<file path="src/rtl/cve2_rvfi_trace_buffer.sv">
// Circular buffer of RVFI retirement records, drained over a valid/ready stream.
// Also counts dropped records, marks stream gaps and checks retirement-order continuity.
module cve2_rvfi_trace_buffer #(
  parameter int unsigned Depth      = 16,
  parameter bit          StopOnFull = 1'b0
) (
  input  logic                       clk_i,
  input  logic                       rst_i,
  input  logic                       enable_i,
  input  logic                       clear_i,
  input  logic                       rvfi_valid_i,
  input  logic [63:0]                rvfi_order_i,
  input  logic [31:0]                rvfi_pc_rdata_i,
  input  logic [31:0]                rvfi_insn_i,
  input  logic [4:0]                 rvfi_rd_addr_i,
  input  logic [31:0]                rvfi_rd_wdata_i,
  input  logic                       rvfi_trap_i,
  input  logic                       rvfi_intr_i,
  output logic                       trace_valid_o,
  input  logic                       trace_ready_i,
  output logic [31:0]                trace_pc_o,
  output logic [31:0]                trace_insn_o,
  output logic [31:0]                trace_rd_wdata_o,
  output logic [4:0]                 trace_rd_addr_o,
  output logic [2:0]                 trace_flags_o,
  output logic [$clog2(Depth):0]     level_o,
  output logic [15:0]                drop_cnt_o,
  output logic                       stopped_o,
  output logic                       order_err_o
);

  localparam int unsigned PtrW = $clog2(Depth);
  localparam int unsigned LvlW = PtrW + 1;
  localparam int unsigned RecW = 104;
  localparam logic [LvlW-1:0] LvlFull = LvlW'(Depth);

  logic [RecW-1:0] mem_q [Depth];
  logic [PtrW-1:0] wr_ptr_q, wr_ptr_d;
  logic [PtrW-1:0] rd_ptr_q, rd_ptr_d;
  logic [LvlW-1:0] count_q, count_d;
  logic [15:0]     drop_cnt_q, drop_cnt_d;
  logic            gap_q, gap_d;
  logic            stopped_q, stopped_d;
  logic            order_err_q, order_err_d;
  logic            order_seen_q, order_seen_d;
  logic [63:0]     last_order_q, last_order_d;

  logic            not_empty, cap, pop, space, push, drop;
  logic [RecW-1:0] wr_rec, head;

  assign not_empty = (count_q != '0);
  assign pop       = not_empty & trace_ready_i;
  assign cap       = rvfi_valid_i & enable_i & ~stopped_q;
  // A pop in the same cycle frees the slot a full-buffer write needs.
  assign space     = (count_q != LvlFull) | pop;
  assign push      = cap & space & ~clear_i;
  assign drop      = cap & ~space;

  assign wr_rec = {gap_q, rvfi_intr_i, rvfi_trap_i, rvfi_rd_addr_i, rvfi_rd_wdata_i,
                   rvfi_insn_i, rvfi_pc_rdata_i};

  always_comb begin
    wr_ptr_d     = wr_ptr_q;
    rd_ptr_d     = rd_ptr_q;
    count_d      = count_q;
    drop_cnt_d   = drop_cnt_q;
    gap_d        = gap_q;
    stopped_d    = stopped_q;
    order_err_d  = order_err_q;
    order_seen_d = order_seen_q;
    last_order_d = last_order_q;

    if (clear_i) begin
      wr_ptr_d     = '0;
      rd_ptr_d     = '0;
      count_d      = '0;
      drop_cnt_d   = '0;
      gap_d        = 1'b0;
      stopped_d    = 1'b0;
      order_err_d  = 1'b0;
      order_seen_d = 1'b0;
    end else begin
      if (push) begin
        wr_ptr_d = wr_ptr_q + PtrW'(1);
        gap_d    = 1'b0;
      end
      if (pop) begin
        rd_ptr_d = rd_ptr_q + PtrW'(1);
      end
      unique case ({push, pop})
        2'b10:   count_d = count_q + LvlW'(1);
        2'b01:   count_d = count_q - LvlW'(1);
        default: ;
      endcase

      if (drop) begin
        if (drop_cnt_q != 16'hFFFF) begin
          drop_cnt_d = drop_cnt_q + 16'd1;
        end
        gap_d = 1'b1;
        if (StopOnFull) begin
          stopped_d = 1'b1;
        end
      end

      // Continuity is tracked on the raw retirement stream, independent of capture.
      if (rvfi_valid_i) begin
        if (order_seen_q && (rvfi_order_i != last_order_q + 64'd1)) begin
          order_err_d = 1'b1;
        end
        last_order_d = rvfi_order_i;
        order_seen_d = 1'b1;
      end
    end
  end

  always_ff @(posedge clk_i) begin
    if (rst_i) begin
      wr_ptr_q     <= '0;
      rd_ptr_q     <= '0;
      count_q      <= '0;
      drop_cnt_q   <= '0;
      gap_q        <= 1'b0;
      stopped_q    <= 1'b0;
      order_err_q  <= 1'b0;
      order_seen_q <= 1'b0;
      last_order_q <= '0;
    end else begin
      wr_ptr_q     <= wr_ptr_d;
      rd_ptr_q     <= rd_ptr_d;
      count_q      <= count_d;
      drop_cnt_q   <= drop_cnt_d;
      gap_q        <= gap_d;
      stopped_q    <= stopped_d;
      order_err_q  <= order_err_d;
      order_seen_q <= order_seen_d;
      last_order_q <= last_order_d;
    end
  end

  // Record storage needs no reset: the head read is masked while empty.
  always_ff @(posedge clk_i) begin
    if (push && !rst_i) begin
      mem_q[wr_ptr_q] <= wr_rec;
    end
  end

  assign head = not_empty ? mem_q[rd_ptr_q] : '0;

  assign trace_valid_o    = not_empty;
  assign trace_pc_o       = head[31:0];
  assign trace_insn_o     = head[63:32];
  assign trace_rd_wdata_o = head[95:64];
  assign trace_rd_addr_o  = head[100:96];
  assign trace_flags_o    = head[103:101];
  assign level_o          = count_q;
  assign drop_cnt_o       = drop_cnt_q;
  assign stopped_o        = stopped_q;
  assign order_err_o      = order_err_q;

endmodule

</file>
<file path="config.mk">
export PLATFORM = sky130hd
export DESIGN_NAME = cve2_rvfi_trace_buffer
export DESIGN_NICKNAME = d
export VERILOG_FILES = /design/src/rtl/cve2_rvfi_trace_buffer.sv
export SDC_FILE = /design/constraint.sdc
export NUM_CORES = 1
export LEC_CHECK = 0
export BUFFER_PORTS_ARGS = -buffer_cell sky130_fd_sc_hd__buf_2
export CAP_MARGIN = 10
export CORE_MARGIN = 2
export CORE_UTILIZATION = 64
export CTS_BUF_LIST = sky130_fd_sc_hd__clkbuf_2
export DETAILED_ROUTE_END_ITERATION = 8
export PLACE_DENSITY_LB_ADDON = 0.08
export SETUP_SLACK_MARGIN = 0.05
export SLEW_MARGIN = 20
export SYNTH_ARGS = -nofsm -noshare
export SYNTH_HDL_FRONTEND = slang
export SYNTH_SLANG_ARGS = --single-unit
export TNS_END_PERCENT = 50
</file>
<file path="constraint.sdc">
create_clock -name clk_i -period 8.3 [get_ports clk_i]
set_input_delay 1.245 -clock clk_i [delete_from_list [all_inputs] [get_ports clk_i]]
set_output_delay 1.245 -clock clk_i [all_outputs]
set_load 0.05 [all_outputs]
</file>
; ---- Word level (Yosys, flattened, before mapping)
; Memory sizes are Yosys's and may differ from the RTL's. A register that Yosys moved wholly into a read port is not among the register bits.
; Cells that the tools add are included.
[totals]
register_bits = 96
mem_bits_rw = 1664
out_inout_bits = 128
mem_count = 1
[memory_table]
columns = memory, words, width, read_ports, rd_ports_with_merged_regs, write_ports, line_no
row1 = mem_q, 16, 104, 1, 1, 1, 37  ; logic [RecW-1:0] mem_q [Depth];
[op_classes]
addsub = 6
eq_ne = 5
n_mux = 8
bitwise = 8
reduce_logical = 10
[op_table]
columns = op, n
row1 = 2-to-1 mux 104 bit, 1
row2 = adder 64 x 1 -> 64 bit (second input constant), 1
row3 = inequality test 64 bit, 1
row4 = adder 16 x 1 -> 16 bit (second input constant), 1
row5 = inequality test 16 bit (second input constant), 1
row6 = one-hot mux 5 bit (2 select lines), 1
row7 = adder 4 x 1 -> 4 bit (second input constant), 2
row8 = 2-to-1 mux 4 bit, 2
row9 = AND reduction 2 bit, 3
row10 = adder 5 x 1 -> 5 bit (second input constant), 1
row11 = bitwise AND 1 bit, 5
row12 = inequality test 5 bit (second input constant), 1
row13 = nonzero test 5 bit, 1
row14 = subtractor 5 x 1 -> 5 bit (second input constant), 1
row15 = 2-to-1 mux 1 bit, 4
row16 = nonzero test 2 bit, 2
row17 = == test 2 x 1 -> 1 bit (second input constant), 1
row18 = == test 2 bit (second input constant), 1
row19 = logical AND 1 bit, 2
row20 = NOT 1 bit, 2
row21 = OR reduction 2 bit, 1
row22 = logical NOT 1 bit, 1
row23 = OR 1 bit, 1

; ---- Longest topological paths before layout
[depth]
depth_word = 8
ltp_mapped = 14

; ---- Least setup slack after synthesis
; No wires, ideal clock.
[synth_path]
kind = input -> register
start = in rvfi_valid_i
end = mem mem_q[3][0], enable pin
arrival_ns = 6.383
required_ns = 7.732
slack_ns = 1.349
stages = 5
path_buffers = 0
path_cell_list = nor2b_1 > nand2_1 > nor2_1 > nand2_1 > nor2_1
[synth_between]
elab_chain_len = 6
[synth_rtl]
columns = item, line_no
row1 = start: declaration, 11  ; input logic rvfi_valid_i,
row2 = bitwise AND 1 bit, 53  ; assign cap = rvfi_valid_i & enable_i & ~stopped_q;
row3 = bitwise AND 1 bit (2 in a row), 56  ; assign push = cap & space & ~clear_i;
row4 = logical AND 1 bit, 143  ; if (push && !rst_i) begin
row5 = 2-to-1 mux 1 bit, 143
row6 = 2-to-1 mux 1 bit (implied by the code), 144  ; mem_q[wr_ptr_q] <= wr_rec;
row7 = end: declaration, 37
; Every way passes these cells.

==> run metrics <==
clock-pin slew on the worst setup and hold paths 0.10 ns; Slew @ Worst Pin 1.16 ns; Area contributors post-synth edfxtp_1 73%, mux4_2 17%, dfxtp_1 2.9%, and2_1 0.97%, nand2_1 0.93%; pin count of the biggest net entering global routing 105; die area 110000 sq um; synth-to-layout area growth 12.6%; most frequent cells in the layout 1664 x edfxtp_1, 611 x clkbuf_2, 520 x mux4_2; Setup TNS Final 0 ns; Seq cells post-synth 1764; asr flop ratio synth 0%; Layout fillers 6450; clock buffer depth 4; clock tree sinks 1764; Seq/Total Area, Yosys 75.5%; Overall Global Routing Usage 28.2%; Worst EP arrival 5.03 ns; Clock Latency Late Sink 1.62 ns; gr ovfl total 0; stages on the worst setup path 6; Highest Clock Rate 159 MHz; Detailed Route Iter0 Violations 3608; crit path max fanout 47; reg2reg path depth 6; slew margin rel. 22.9%; core area 107000 sq um; Mapped Nets 3402; drt first pass iters 6; outcome finished clean; share of layout cells above drive strength 1 35.8%; delay-heaviest family, CP buffers and inverters; Unique masters post-synth 53; Final Cycle Share 75.6%; P_leak 25.1 nW; buffers plus inverters on the worst setup path 3; vias in the first global route 37400; vias per cell 6.25; Final Critical Period 6.27 ns; first-pass GRT wire length 230000 microns; final wirelength 152000 microns; skew final 0.134 ns; GPL Wtd Cong 0.877; Nets 4193; Layout Cell Area excl Fill 77500 sq um; Post-CTS Resized 0; Post-synth EDFFs 1664; Root Buffer clkbuf_2; Syn Area/Cell 21.4 sq um; CTS buffer count 429; Post-DRT Antenna Nets 0; Synth Instances 3217; crit-path max cell delay 0.86 ns; Synthesis Warnings 0; starting density of the core 64.4%; Synth top area share 72.6%; Non-Filler Instances 5719; critical path, cell by cell buf_4, buf_4, mux4_2, mux4_2, and2_1, buf_2; Power Dens Cells 201 nW/um^2; Placed Cells 4809; Max rail drop VDD 146 uV; row count 120; Max-Cap Viols 0; WS Path Type flip-flop to primary output; Max Slew Vio Count 0; IO Pins 301; crit path launch type flip-flop; Port Buffers 299; Util after Layout 72.5%; antenna violations before repair 13; H-Tree Depth 5; Post-DP Area 72100 sq um; HPWL Detailed 77700 microns; vias post-DR 35700; Setup-failing EPs final 0; worst path required time 7.05 ns; DR WL/cell 26.6 microns; TritonCTS clock tree done; Min-Delay Path Class input pin to flip-flop; hold depth 6; DRC Markers 0; Die Y 332 microns; Die Wd 332 microns; unrepaired setup endpoints after global routing false; ys flop type edfxtp_1; Critical Path Slowest Stage Cell dfxtp_4; Crit. End Element primary output; most common library cell in the layout ignoring fill and taps edfxtp_1; final count of hold timing violations 0; Post-Syn Area 68800 sq um; largest area contributor in the netlist edfxtp_1
power by group:
part	internal [mW]	switching, mW	leakage (nW)
Combinational	0.183	0.297	6.49
Sequential	9.73	0.0240	15.8
Clock	2.09	3.23	2.80
flip-flops by register name, indices dropped and copies added (netlist names), named ones only:
| register | flops |
|---|---|
| mem_q | 1664 |
| level_o | 5 |
| order_seen_q | 1 |
| drop_cnt_o | 16 |
| order_err_o | 1 |
| rd_ptr_q | 4 |
| wr_ptr_q | 4 |
| gap_q | 1 |
| last_order_q | 64 |
stage by stage:
step                      hold WS, ns  setup slack [ns]  power [mW]
after floorplan                 0.438              1.35        10.2
after global placement          0.452              3.36        10.3
after detailed placement        0.463              3.31        10.4
after CTS                      0.0186              1.77        15.7
after global routing            0.132              1.75        16.2
final                           0.236              2.03        15.5
repair_timing:
action	4_1_cts	5_1_grt
setup buffers	0	0
hold buffers	171	0
hold endpoints to repair	1716	0
cells by family (layout without fill, tap and decap cells):
logic type	after synthesis	after routing	synth area share [%]
multiplexers	526	526	17.1
AND/OR/NAND/NOR	503	503	3.65
adder cells (fa/ha/maj)	12	12	0.229
flip-flops	1764	1764	75.5
other	1	10	0.00545
AO/OA/AOI/OAI	103	103	0.873
buffers and inverters	180	1270	1.01
XOR/XNOR	128	128	1.63
worst register-to-register path: stages (launching register included):
cell and delay [ns]:
dfxtp_1 0.41, or4_1 0.17, nor3b_1 0.06, nor2_1 0.74, nand2_1 0.47, nor2_4 0.91
buf_4 0.79
cell usage after synthesis (2+ instances only):
cell	count
nor3_1	15
and2_1	107
nand2_1	170
a21o_1	4
nor2_1	81
buf_4	2
inv_1	13
and4_1	7
xnor2_1	70
a21oi_1	79
clkbuf_2	2
a41oi_1	2
or4_1	5
o2111ai_1	2
nand2b_1	3
ha_1	11
buf_1	30
nand3b_1	3
or2_2	6
mux4_2	520
xor2_1	58
nor4_1	18
nand4_1	26
o31a_1	2
dfxtp_1	100
o21ai_0	5
clkbuf_1	132
a211oi_1	2
or3_1	5
mux2i_1	5
and3_1	13
edfxtp_1	1664
nand3_1	35
final timing paths:
check | from | to | slack, ns
worst min-delay path | trace_ready_i | drop_cnt_o[12] | 0.24
worst max-delay path | flip-flop | trace_insn_o[20] | 2.03
worst min register to register | last_order_q[63] | last_order_q[63] | 0.48
worst max register to register | level_o[1] | mem_q[14][33] | 4.19
area by class of cell:
cell class / instances / area [sq um] / share of cell area (%)
timing repair buffer: 527 / 3770 / 4.87
sequential: 1764 / 52000 / 67.0
clock buffer: 611 / 3060 / 3.94
antenna: 9 / 22.5 / 0.0290
clock inverter: 119 / 592 / 0.763
tap: 1403 / 1760 / 2.26
multi-input combinational: 1273 / 16300 / 21.0
inverter: 13 / 48.8 / 0.0629
metal layers:
metal	vias to the layer above	GRT usage, %	share of wire (%)
met1	18700	39.3	39
met5	-	0	0.039
li1	15100	-	-
met4	10	8.27	1.8
met2	1658	46.7	51
met3	245	5.05	7.5
No activity file was read; power rests on OpenSTA's default activity.
